### src/rtl/bt_uart_tx_sched.sv
// Round-robin shared UART transmitter: arbitrates NREQ byte requesters and
// serialises each granted byte as an 8N1 frame, with the bit timing derived from clk_in.
module bt_uart_tx_sched #(
   parameter int NREQ     = 2,
   parameter int BAUD_DIV = 2602,
   parameter int DATA_W   = 8
) (
   input  logic                   clk_in,
   input  logic                   reset,
   input  logic [NREQ-1:0]        req,
   input  logic [NREQ*DATA_W-1:0] data_in,
   output logic [NREQ-1:0]        grant,
   output logic                   busy,
   output logic                   tx
);

   localparam int TMR_W = $clog2(BAUD_DIV);
   localparam int PTR_W = (NREQ > 1) ? $clog2(NREQ) : 1;
   localparam int IDX_W = $clog2(DATA_W);

   typedef enum logic [1:0] {IDLE, START, DATA, STOP} state_t;

   state_t            state_q;
   logic [TMR_W-1:0]  bit_tmr_q;
   logic [IDX_W-1:0]  bit_idx_q;
   logic [DATA_W-1:0] shreg_q;
   logic [PTR_W-1:0]  rr_q;
   logic [NREQ-1:0]   grant_q;
   logic              busy_q;
   logic              tx_q;

   logic              tick;
   logic              win_vld;
   logic              load_d;
   logic [PTR_W-1:0]  cand;
   logic [PTR_W-1:0]  win_idx;
   logic [PTR_W-1:0]  rr_d;
   logic [NREQ-1:0]   win_oh;
   logic [DATA_W-1:0] win_byte;

   assign tick = (bit_tmr_q == TMR_W'(BAUD_DIV - 1));

   // Scan downward from rr+NREQ-1 to rr so the last hit is the first requester at or above rr.
   always_comb begin
      win_vld = 1'b0;
      win_idx = '0;
      cand    = '0;
      for (int k = NREQ - 1; k >= 0; k--) begin
         cand = PTR_W'((int'(rr_q) + k) % NREQ);
         if (req[cand]) begin
            win_vld = 1'b1;
            win_idx = cand;
         end
      end
   end

   always_comb begin
      win_oh   = '0;
      win_byte = '0;
      for (int i = 0; i < NREQ; i++) begin
         if (win_idx == PTR_W'(i)) begin
            win_oh[i] = 1'b1;
            win_byte  = data_in[i*DATA_W +: DATA_W];
         end
      end
   end

   assign rr_d   = (win_idx == PTR_W'(NREQ - 1)) ? '0 : win_idx + PTR_W'(1);
   assign load_d = win_vld && ((state_q == IDLE) || ((state_q == STOP) && tick));

   always_ff @(posedge clk_in or negedge reset) begin
      if (!reset) begin
         state_q   <= IDLE;
         bit_tmr_q <= '0;
         bit_idx_q <= '0;
         shreg_q   <= '0;
         rr_q      <= '0;
         grant_q   <= '0;
         busy_q    <= 1'b0;
         tx_q      <= 1'b1;
      end else begin
         grant_q <= '0;
         if (load_d) begin
            grant_q   <= win_oh;
            shreg_q   <= win_byte;
            tx_q      <= 1'b0;
            busy_q    <= 1'b1;
            bit_tmr_q <= '0;
            state_q   <= START;
            rr_q      <= rr_d;
         end else begin
            bit_tmr_q <= ((state_q == IDLE) || tick) ? '0 : bit_tmr_q + TMR_W'(1);
            case (state_q)
               START: begin
                  if (tick) begin
                     tx_q      <= shreg_q[0];
                     bit_idx_q <= '0;
                     state_q   <= DATA;
                  end
               end
               DATA: begin
                  if (tick) begin
                     if (bit_idx_q != IDX_W'(DATA_W - 1)) begin
                        shreg_q   <= shreg_q >> 1;
                        tx_q      <= shreg_q[1];
                        bit_idx_q <= bit_idx_q + IDX_W'(1);
                     end else begin
                        tx_q    <= 1'b1;
                        state_q <= STOP;
                     end
                  end
               end
               STOP: begin
                  // Reaching here on a tick means nobody is requesting, so the line goes idle.
                  if (tick) begin
                     busy_q  <= 1'b0;
                     state_q <= IDLE;
                  end
               end
               default: ;
            endcase
         end
      end
   end

   assign grant = grant_q;
   assign busy  = busy_q;
   assign tx    = tx_q;

endmodule

### config.mk
export PLATFORM = sky130hd
export DESIGN_NAME = bt_uart_tx_sched
export DESIGN_NICKNAME = d
export VERILOG_FILES = /design/src/rtl/bt_uart_tx_sched.sv
export SDC_FILE = /design/constraint.sdc
export NUM_CORES = 1
export LEC_CHECK = 0
export ABC_CLOCK_PERIOD_IN_PS = 3100
export BUFFER_PORTS_ARGS = -buffer_cell sky130_fd_sc_hd__buf_2
export CAP_MARGIN = 15
export CORE_MARGIN = 1.5
export CORE_UTILIZATION = 55
export CTS_BUF_LIST = sky130_fd_sc_hd__clkbuf_2 sky130_fd_sc_hd__clkbuf_4 sky130_fd_sc_hd__clkbuf_8
export CTS_CLUSTER_SIZE = 24
export DETAILED_ROUTE_END_ITERATION = 6
export PLACE_DENSITY = 0.77
export SYNTH_ARGS = -nofsm -noshare
export SYNTH_HDL_FRONTEND = slang
export SYNTH_SLANG_ARGS = --single-unit
### constraint.sdc
create_clock -name clk_in -period 3.1 [get_ports clk_in]
set_input_delay 0 -clock clk_in [delete_from_list [all_inputs] [get_ports clk_in]]
set_output_delay 0 -clock clk_in [all_outputs]
set_load 0.01 [all_outputs]
==> impl_metrics.env, run 1 <==
export IMPL_crit_fanout=16
export IMPL_rr_startpoint="bit_tmr_q[7]$_DFF_PN0_"
export IMPL_cts_tree="done"
export IMPL_fillers=193
export IMPL_synth_area_leaders="dfrtp_1 (43%), nor2_1 (6.7%), ha_1 (5.9%), nand3_1 (4.2%), nand2_1 (3.3%)"
export IMPL_io_pins=24
export IMPL_detail_route_drc_violations=0
export IMPL_status="finished clean"
export IMPL_path_delay_family="simple AND/OR/NAND/NOR gates"
export IMPL_root_buffer="clkbuf_4"
export IMPL_final_common_cell="nor2_1"
export IMPL_synth_largest_area_cell="dfrtp_1"
export IMPL_die_area_sq_um=3410
export IMPL_maxSlewViolCount=0
export IMPL_synthArstFlopShare=1.00
export IMPL_vias=1427
export IMPL_initial_core_util=0.596
export IMPL_synth_edf_count=0
export IMPL_post_cts_resized=0
export IMPL_layout_nets=242
export IMPL_ys_seq_area_frac=0.446
export IMPL_vias_per_cell=5.80
export IMPL_slowest_delay_ns=0.58
export IMPL_syn_inst=170
export IMPL_grt_antenna_before_repair=0
export IMPL_max_slew_margin=0.524
export IMPL_grtUsageTotal=0.241
export IMPL_worst_slew_pin_slew_ns=0.709
export IMPL_cts_buffers=5
export IMPL_hold_viol_final=0
export IMPL_ys_flop_type="dfrtp_1"
export IMPL_ant_nets=0
export IMPL_leakagePower_nw=0.971
export IMPL_crit_chain="or4b_4 > or3_4 > o21ai_4 > nor2_1 > a41oi_1 > dlygate4sd3_1"
export IMPL_hp_class="input pin to register"
export IMPL_ys_warn_count=0
export IMPL_rr_endpoint="shreg_q[5]$_DFFE_PN0P_"
export IMPL_grt_pass1_wl_microns=6170
export IMPL_die_y_microns=58.4
export IMPL_max_freq_mhz=353
export IMPL_drive_above_1_share=0.219
export IMPL_finalInstanceArea_sq_um=2060
export IMPL_cts_max_path_buffers=2
export IMPL_avgSynthCellArea_sq_um=9.91
export IMPL_setup_viol=0
export IMPL_final_cell_mix="nor2_1 (30), dfrtp_1 (29), buf_2 (23)"
export IMPL_antenna_cells=0
export IMPL_min_from="data_in[7]"
export IMPL_rrSetupSlack_ns=0.27
export IMPL_irDropWorstVdd_mv=0.222
export IMPL_synth_top_area_frac=0.431
export IMPL_reg2reg_depth=6
export IMPL_crit_type="register to register"
export IMPL_area_growth_pct=22.4
export IMPL_wl_per_cell_microns=14.9
export IMPL_core_area_sq_um=2830
export IMPL_routabilityCongestion=0.800
export IMPL_grt_max_degree=31
export IMPL_dpl_cell_area_sq_um=1800
export IMPL_drt_iter0_markers=135
export IMPL_critPathArrivalTime_ns=3.11
export IMPL_critPathSlowestCell="dlygate4sd3_1"
export IMPL_skew_ns=0.0108
export IMPL_ys_types=39
export IMPL_min_path_cells=3
export IMPL_synth_nets=198
export IMPL_critPathBufInv=1
export IMPL_hold_end="shreg_q[7]$_DFFE_PN0P_"
export IMPL_end_kind="register"
export IMPL_first_pass_iters=4
export IMPL_dp_hpwl_microns=2420
export IMPL_htree_levels=2
export IMPL_grt_pass1_vias=1391
export IMPL_portBuffers=23
export IMPL_rows=19
export IMPL_finalWirelength_microns=3670
export IMPL_grt_overflow=0
export IMPL_ys_seq_elements=30
export IMPL_fin_setup_tns_ns=0
export IMPL_die_w_microns=58.4
export IMPL_power_density_nw_per_um2=346
export IMPL_clk_insertion_delay_late_ns=0.33
export IMPL_cts_num_sinks=30
export IMPL_rsz0062_at_grt="false"
export IMPL_startpoint_type="register"
export IMPL_maxCapViolCount=0
export IMPL_worstPathRequired_ns=3.37
export IMPL_syn_area_sq_um=1690
export IMPL_clk_pin_slew_ns=0.10
export IMPL_finalCritPeriodShare=0.914
export IMPL_fin_crit_ns=2.83
==> per-stage QoR <==
stage	utilization	std cells	total power, W	setup WS (ns)	hold slack, ns
final	0.729	246	0.000714	0.267	0.0208
after global routing	0.729	246	0.000738	0.102	0.0250
after CTS	0.721	243	0.000721	0.129	0.00166
after detailed placement	0.637	219	0.000422	0.582	0.0713
after global placement	0.637	219	0.000421	0.653	0.0553
after floorplan	-	170	0.000402	0.824	-0.296
==> sequential cells by signal, indices dropped and copies added, names as in the netlist <==
register and flops:
state_q 2, busy 1, tx 1, bit_tmr_q 12, grant 2, rr_q 1
shreg_q 8, bit_idx_q 3
==> timing repair <==
action	in CTS	in global routing
endpoints found under the hold margin	37	0
hold buffers	16	0
buffers inserted	0	3
endpoints found under the setup margin	0	3
==> kinds of logic (layout without fill, tap and decap cells) <==
| kind of cell | Yosys count | in the layout | synth area share |
|---|---|---|---|
| AO/OA/AOI/OAI | 33 | 33 | 0.174 |
| buffers and inverters | 14 | 59 | 0.0445 |
| adder cells (fa/ha/maj) | 8 | 8 | 0.0594 |
| AND/OR/NAND/NOR | 71 | 71 | 0.197 |
| flip-flops | 30 | 30 | 0.446 |
| multiplexers | 4 | 4 | 0.0267 |
| XOR/XNOR | 10 | 10 | 0.0520 |
==> worst max-delay path by stage <==
stage	endpoint	depth (start not counted)	slack, ns	startpoint
final	shreg_q[5]$_DFFE_PN0P_	6	0.27	bit_tmr_q[7]$_DFF_PN0_
after global routing	shreg_q[0]$_DFFE_PN0P_	6	0.10	bit_tmr_q[7]$_DFF_PN0_
after CTS	shreg_q[0]$_DFFE_PN0P_	6	0.13	bit_tmr_q[7]$_DFF_PN0_
after detailed placement	bit_idx_q[0]$_DFFE_PN0P_	5	0.58	bit_tmr_q[7]$_DFF_PN0_
after global placement	bit_idx_q[0]$_DFFE_PN0P_	5	0.65	bit_tmr_q[7]$_DFF_PN0_
after floorplan	bit_idx_q[0]$_DFFE_PN0P_	4	0.82	bit_tmr_q[7]$_DFF_PN0_
==> power by group <==
group          switching [W]  internal [W]  total (W)
clock               0.000136      0.000155   0.000291
sequential                 0      0.000391   0.000391
combinational      0.0000157     0.0000163  0.0000320
==> cell usage after synthesis, types with 2 or more instances <==
cell and number:
nand3_1 14, o21ai_0 2, a21oi_1 5, nor3_1 2, mux2i_1 3, nor2_1 30
o21ai_1 2, inv_1 8, clkbuf_1 2, o21ai_4 3, xnor2_1 6, nand2_1 15
dfrtp_1 29, o211ai_1 7, ha_1 8, xor2_1 4, and3_2 2, nand2b_1 2
a41oi_1 6
==> tightest hold or removal path: cells and delay by family <==
family	cells	cell delay, ns
buffers and inverters	1	0.08
AO/OA/AOI/OAI	2	0.23
==> final cells by class <==
class	instances	area, sq um	area share
Clock buffer	8	78.8	0.0382
Sequential cell	30	752	0.364
Inverter	8	30.0	0.0146
Tap cell	31	38.8	0.0188
Multi-Input combinational cell	126	858	0.416
Timing Repair Buffer	43	305	0.148
==> routing by layer <==
metal  global-route usage  up-vias  wire length (microns)  part of all wire
met2                0.416       50                   1870              0.51
li1                     -      692                      -                 -
met1                0.293      679                   1560              0.43
met5                    0        -                      0                 0
met4               0.0797        0                     36            0.0098
met3               0.0615        6                    199             0.054
Note: power is estimated with default switching activity, not from simulation.
==> inputs of run 2 (changes only) <==
PLACE_DENSITY = 0.75   (was 0.77)
==> run 2 against run 1 <==
  * Routed wire length decreased by 4.8%
  * Setup slack got worse by 0.10 ns
  * Sequential power barely moved
  * Critical path type unchanged
  * Critical endpoint is now shreg_q[0]$_DFFE_PN0P_
  * Highest routed layer unchanged
==> impl_metrics.env, run 2 (synthesis gave the netlist of run 1 again) <==
export IMPL_grt_antenna_before_repair=0
export IMPL_critPathArrivalTime_ns=3.21
export IMPL_switchingPower_w=0.000147
export IMPL_drt_iter0_markers=110
export IMPL_worst_slew_pin_slew_ns=0.701
export IMPL_grt_max_degree=31
export IMPL_max_freq_mhz=341
export IMPL_end_kind="register"
export IMPL_setup_viol=0
export IMPL_post_cts_resized=0
export IMPL_rows=19
export IMPL_cts_max_path_buffers=2
export IMPL_root_buffer="clkbuf_4"
export IMPL_antenna_cells=0
export IMPL_skew_ns=0.00593
export IMPL_core_area_sq_um=2830
export IMPL_clk_pin_slew_ns=0.09
export IMPL_comb_power_share=0.046
export IMPL_layout_nets=239
export IMPL_routabilityCongestion=0.847
export IMPL_drive_above_1_share=0.208
export IMPL_first_pass_iters=4
export IMPL_vias=1374
export IMPL_irDropWorstVdd_mv=0.271
export IMPL_detail_route_drc_violations=0
export IMPL_max_slew_margin=0.530
export IMPL_grt_pass1_wl_microns=5910
export IMPL_crit_type="register to register"
export IMPL_largest_register_ff_count=12
export IMPL_final_common_cell="nor2_1"
export IMPL_crit_fanout=15
export IMPL_rsz0062_at_grt="false"
export IMPL_fin_util=0.716
export IMPL_switching_share=0.219
export IMPL_cts_buffers=5
export IMPL_min_from="data_in[7]"
export IMPL_p_clk_frac=0.372
export IMPL_ant_nets=0
export IMPL_area_growth_pct=20.2
export IMPL_finalWirelength_microns=3500
export IMPL_power_density_nw_per_um2=332
export IMPL_worstPathRequired_ns=3.37
export IMPL_largest_registers="bit_tmr_q x12, shreg_q x8, bit_idx_q x3"
export IMPL_startpoint="bit_tmr_q[7]$_DFF_PN0_"
export IMPL_grt_pass1_vias=1372
export IMPL_hold_viol_final=0
export IMPL_startpoint_type="register"
export IMPL_finalCritPeriodShare=0.947
export IMPL_leakagePower_nw=0.948
export IMPL_status="finished clean"
export IMPL_die_y_microns=58.4
export IMPL_maxCapViolCount=0
export IMPL_portBuffers=23
export IMPL_initial_core_util=0.596
export IMPL_p_int_w=0.000526
export IMPL_seq_power_share=0.581
export IMPL_fin_setup_tns_ns=0
export IMPL_fillers=221
export IMPL_grt_overflow=0
export IMPL_vias_per_cell=5.65
export IMPL_die_area_sq_um=3410
export IMPL_cts_setup_buffers=0
export IMPL_maxSlewViolCount=0
export IMPL_grtUsageTotal=0.234
export IMPL_cts_tree="done"
export IMPL_htree_levels=2
export IMPL_regMostFlops="bit_tmr_q"
export IMPL_fin_crit_ns=2.93
export IMPL_cts_num_sinks=30
export IMPL_dp_hpwl_microns=2410
export IMPL_hp_class="input pin to register"
export IMPL_wl_per_cell_microns=14.4
export IMPL_die_w_microns=58.4
export IMPL_rr_startpoint="bit_tmr_q[7]$_DFF_PN0_"
export IMPL_final_cell_mix="nor2_1 (30), dfrtp_1 (29), buf_2 (23)"
export IMPL_io_pins=24
export IMPL_clk_insertion_delay_late_ns=0.33
## run 2: path summary, 6_finish.rpt
| kind | endpoint | slack [ns] | cells after the start |
|---|---|---|---|
| min in group asynchronous | shreg_q[0]$_DFFE_PN0P_ | 0.22 | 2 |
| max in group asynchronous | bit_tmr_q[3]$_DFF_PN0_ | 2.46 | 2 |
| worst max-delay path | shreg_q[0]$_DFFE_PN0P_ | 0.17 | 6 |
| worst min register to register | busy$_DFFE_PN0P_ | 0.47 | 1 |
| worst min-delay path | shreg_q[7]$_DFFE_PN0P_ | 0.009 | 3 |
| worst max register to register | shreg_q[0]$_DFFE_PN0P_ | 0.17 | 6 |
## run 2: critical path, stage by stage (launching register included)
cell and delay, ns:
dfrtp_1 0.44, or4b_4 0.56, or3_4 0.51, o21ai_4 0.42, nand3_1 0.14, a41oi_1 0.23
dlygate4sd3_1 0.57
## run 2: power by group through the flow
stage / registers [W] / logic, W / clock network (W)
2_1_floorplan: 0.000399 / 0.00000303 / 0
3_5_place_dp: 0.000399 / 0.0000229 / 0
4_1_cts: 0.000391 / 0.0000317 / 0.000255
6_report: 0.000391 / 0.0000312 / 0.000251
5_1_grt: 0.000391 / 0.0000348 / 0.000268
3_3_place_gp: 0.000399 / 0.0000225 / 0
## run 2: what timing repair did
| action | 4_1_cts | 5_1_grt |
|---|---|---|
| endpoints found under the setup margin | 0 | 1 |
| hold endpoints to repair | 37 | 0 |
| hold buffers | 16 | 0 |
## run 2: routing by layer
layer	share of wire	global-route usage
met5	0	0
met4	0.014	0.106
met3	0.041	0.0791
met2	0.51	0.388
met1	0.43	0.274
## run 2: per-stage QoR
stage               hold WS [ns]  setup WS, ns  cell area, sq um  power (W)  instances
CTS                      0.00766         0.186              2030   0.000678        243
floorplan                 -0.296         0.824              1690   0.000402        170
global route              0.0589        0.0212              2030   0.000694        243
finish                   0.00863         0.165              2030   0.000673        243
detailed placement        0.0606         0.612              1800   0.000422        219
global placement          0.0604         0.656              1800   0.000421        219
## run 2: final cells by class
type                    count  area [sq um]  share of cell area
clock inverters             1          5.00             0.00247
repair buffers             40           283               0.140
inverters                   8          30.0              0.0148
clock buffers               7          58.8              0.0290
flip-flops and latches     30           752               0.371
well taps                  31          38.8              0.0191
multi-input cells         126           858               0.424
==> inputs of run 3 (changes only) <==
CORE_ASPECT_RATIO = 0.9   (was unset)
CTS_CLUSTER_DIAMETER = 40   (was unset)
CTS_CLUSTER_SIZE = unset   (was 24)
==> run 3 against run 2 <==
  * The run now ends with hold timing left
  * Maximum frequency is essentially flat
  * Cell count increased by 3.7%
  * Sequential share of layout area down 0.48 points
  * Sequential power hardly changed
  * Clock skew up 0.0036 ns
  * Largest power group unchanged
  * Hold slack worse by 0.0093 ns
  * Flip-flop and latch count stayed put
  * Non-clock buffer count is the same
  * Cell area grew 1.3%
==> impl_metrics.env, run 3 (synthesis gave the netlist of run 1 again) <==
export IMPL_drive_above_1_share=0.208
export IMPL_end_kind="register"
export IMPL_slowest_delay_ns=0.59
export IMPL_fillers=221
export IMPL_irDropWorstVdd_mv=0.265
export IMPL_clk_insertion_delay_late_ns=0.34
export IMPL_min_path_cells=3
export IMPL_max_freq_mhz=341
export IMPL_routabilityCongestion=0.889
export IMPL_root_buffer="clkbuf_4"
export IMPL_clk_pin_slew_ns=0.09
export IMPL_cts_tree="done"
export IMPL_cts_buffers=5
export IMPL_first_pass_iters=4
export IMPL_dp_hpwl_microns=2530
export IMPL_drt_iter0_markers=104
export IMPL_worst_slew_pin_slew_ns=0.723
export IMPL_post_cts_resized=0
export IMPL_hp_class="input pin to register"
export IMPL_critPathBufInv=1
export IMPL_multi_input_area_sq_um=858
export IMPL_switchingPower_w=0.000153
export IMPL_grtUsageTotal=0.258
export IMPL_final_cell_mix="nor2_1 (30), dfrtp_1 (29), buf_2 (23)"
export IMPL_largest_registers="bit_tmr_q x12, shreg_q x8, bit_idx_q x3"
export IMPL_antenna_cells=0
export IMPL_status="finished with violations"
export IMPL_p_clk_frac=0.409
export IMPL_fin_util=0.723
export IMPL_grt_max_degree=31
export IMPL_switching_share=0.214
export IMPL_critPathArrivalTime_ns=3.21
export IMPL_seq_power_share=0.547
export IMPL_fin_setup_tns_ns=0
export IMPL_power_density_nw_per_um2=348
export IMPL_min_from="data_in[7]"
export IMPL_area_growth_pct=21.8
export IMPL_fin_crit_ns=2.94
export IMPL_skew_ns=0.00956
export IMPL_comb_power_share=0.044
export IMPL_io_pins=24
export IMPL_vias_per_cell=5.58
export IMPL_hold_end="shreg_q[7]$_DFFE_PN0P_"
export IMPL_crit_type="register to register"
export IMPL_hold_viol_final=1
export IMPL_cts_num_sinks=30
export IMPL_rows=18
export IMPL_grt_pass1_wl_microns=6460
export IMPL_grt_overflow=0
export IMPL_worstPathRequired_ns=3.37
export IMPL_setup_slack_ns=0.164
export IMPL_cts_max_path_buffers=2
export IMPL_rsz0062_at_grt="false"
export IMPL_initial_core_util=0.594
export IMPL_htree_levels=2
export IMPL_crit_chain="or4b_4 > or3_4 > o21ai_4 > nand3_1 > a41oi_1 > dlygate4sd3_1"
export IMPL_finalInstanceArea_sq_um=2050
export IMPL_rr_startpoint="bit_tmr_q[7]$_DFF_PN0_"
export IMPL_layout_nets=239
export IMPL_setup_viol=0
export IMPL_die_w_microns=61.4
export IMPL_finalWirelength_microns=3680
export IMPL_largest_register_ff_count=12
export IMPL_crit_fanout=15
export IMPL_p_int_w=0.000562
export IMPL_wl_per_cell_microns=14.6
export IMPL_finalCritPeriodShare=0.947
export IMPL_max_slew_margin=0.515
export IMPL_critPathSlowestCell="dlygate4sd3_1"
export IMPL_failed_checks="hold timing"
export IMPL_die_area_sq_um=3410
export IMPL_detail_route_drc_violations=0
export IMPL_final_common_cell="nor2_1"
export IMPL_grt_pass1_vias=1470
export IMPL_vias=1405
export IMPL_core_area_sq_um=2840
export IMPL_place_ws_ns=0.583
export IMPL_grt_antenna_before_repair=0
export IMPL_rr_endpoint="shreg_q[1]$_DFFE_PN0P_"
export IMPL_rrSetupSlack_ns=0.16
export IMPL_register_area_sq_um=752
export IMPL_maxCapViolCount=0
export IMPL_fin_hold_ws_ns=-0.000684
export IMPL_dpl_cell_area_sq_um=1810
export IMPL_path_delay_family="simple AND/OR/NAND/NOR gates"
export IMPL_reg2reg_depth=6
export IMPL_leakagePower_nw=0.954
export IMPL_portBuffers=23
export IMPL_die_y_microns=55.5
export IMPL_startpoint_type="register"
export IMPL_regMostFlops="bit_tmr_q"
export IMPL_cts_setup_buffers=0
export IMPL_maxSlewViolCount=0
export IMPL_ant_nets=0
[run 3: layout make-up]
class	instances	share of cell area
Multi-Input combinational cell	126	0.418
Sequential cell	30	0.366
Timing Repair Buffer	40	0.138
Clock buffer	8	0.0384
Tap cell	40	0.0244
Inverter	8	0.0146
[run 3: how the worst max path moves through the flow]
stage | start | to | slack, ns | depth (start not counted)
floorplan | bit_tmr_q[7]$_DFF_PN0_ | bit_idx_q[0]$_DFFE_PN0P_ | 0.82 | 4
global placement | bit_tmr_q[7]$_DFF_PN0_ | bit_idx_q[0]$_DFFE_PN0P_ | 0.65 | 5
detailed placement | bit_tmr_q[7]$_DFF_PN0_ | bit_idx_q[0]$_DFFE_PN0P_ | 0.58 | 5
CTS | bit_tmr_q[7]$_DFF_PN0_ | shreg_q[2]$_DFFE_PN0P_ | 0.15 | 6
global route | bit_tmr_q[7]$_DFF_PN0_ | shreg_q[0]$_DFFE_PN0P_ | 0.01 | 6
finish | bit_tmr_q[7]$_DFF_PN0_ | shreg_q[1]$_DFFE_PN0P_ | 0.16 | 6
[run 3: power by group through the flow]
stage               clock network (W)   logic (W)  registers (W)
floorplan                           0  0.00000303       0.000399
global placement                    0   0.0000222       0.000399
detailed placement                  0   0.0000233       0.000399
CTS                          0.000297   0.0000321       0.000391
finish                       0.000292   0.0000316       0.000391
global route                 0.000310   0.0000363       0.000391
[run 3: metal layers]
| layer | routed length [microns] | global-route usage | up-vias | part of all wire |
|---|---|---|---|---|
| li1 | - | - | 678 | - |
| met1 | 1600 | 0.311 | 679 | 0.43 |
| met2 | 1800 | 0.397 | 36 | 0.49 |
| met3 | 167 | 0.0890 | 12 | 0.045 |
| met4 | 117 | 0.134 | 0 | 0.032 |
| met5 | 0 | 0 | - | 0 |
[run 3: timing repair]
action                                  in CTS  in global routing
endpoints found under the setup margin       0                  0
hold buffers                                16                  0
endpoints found under the hold margin       37                  0
[run 3: worst min-delay path, delay by kind of cell]
kind                   cells  cell delay [ns]
AOI/OAI and AO/OA          2             0.22
buffers and inverters      1             0.08
[run 3: metrics by stage]
stage                     instances  power, W
after floorplan                 170  0.000402
after global placement          228  0.000421
after detailed placement        228  0.000422
after CTS                       252  0.000720
after global routing            252  0.000737
final                           252  0.000715
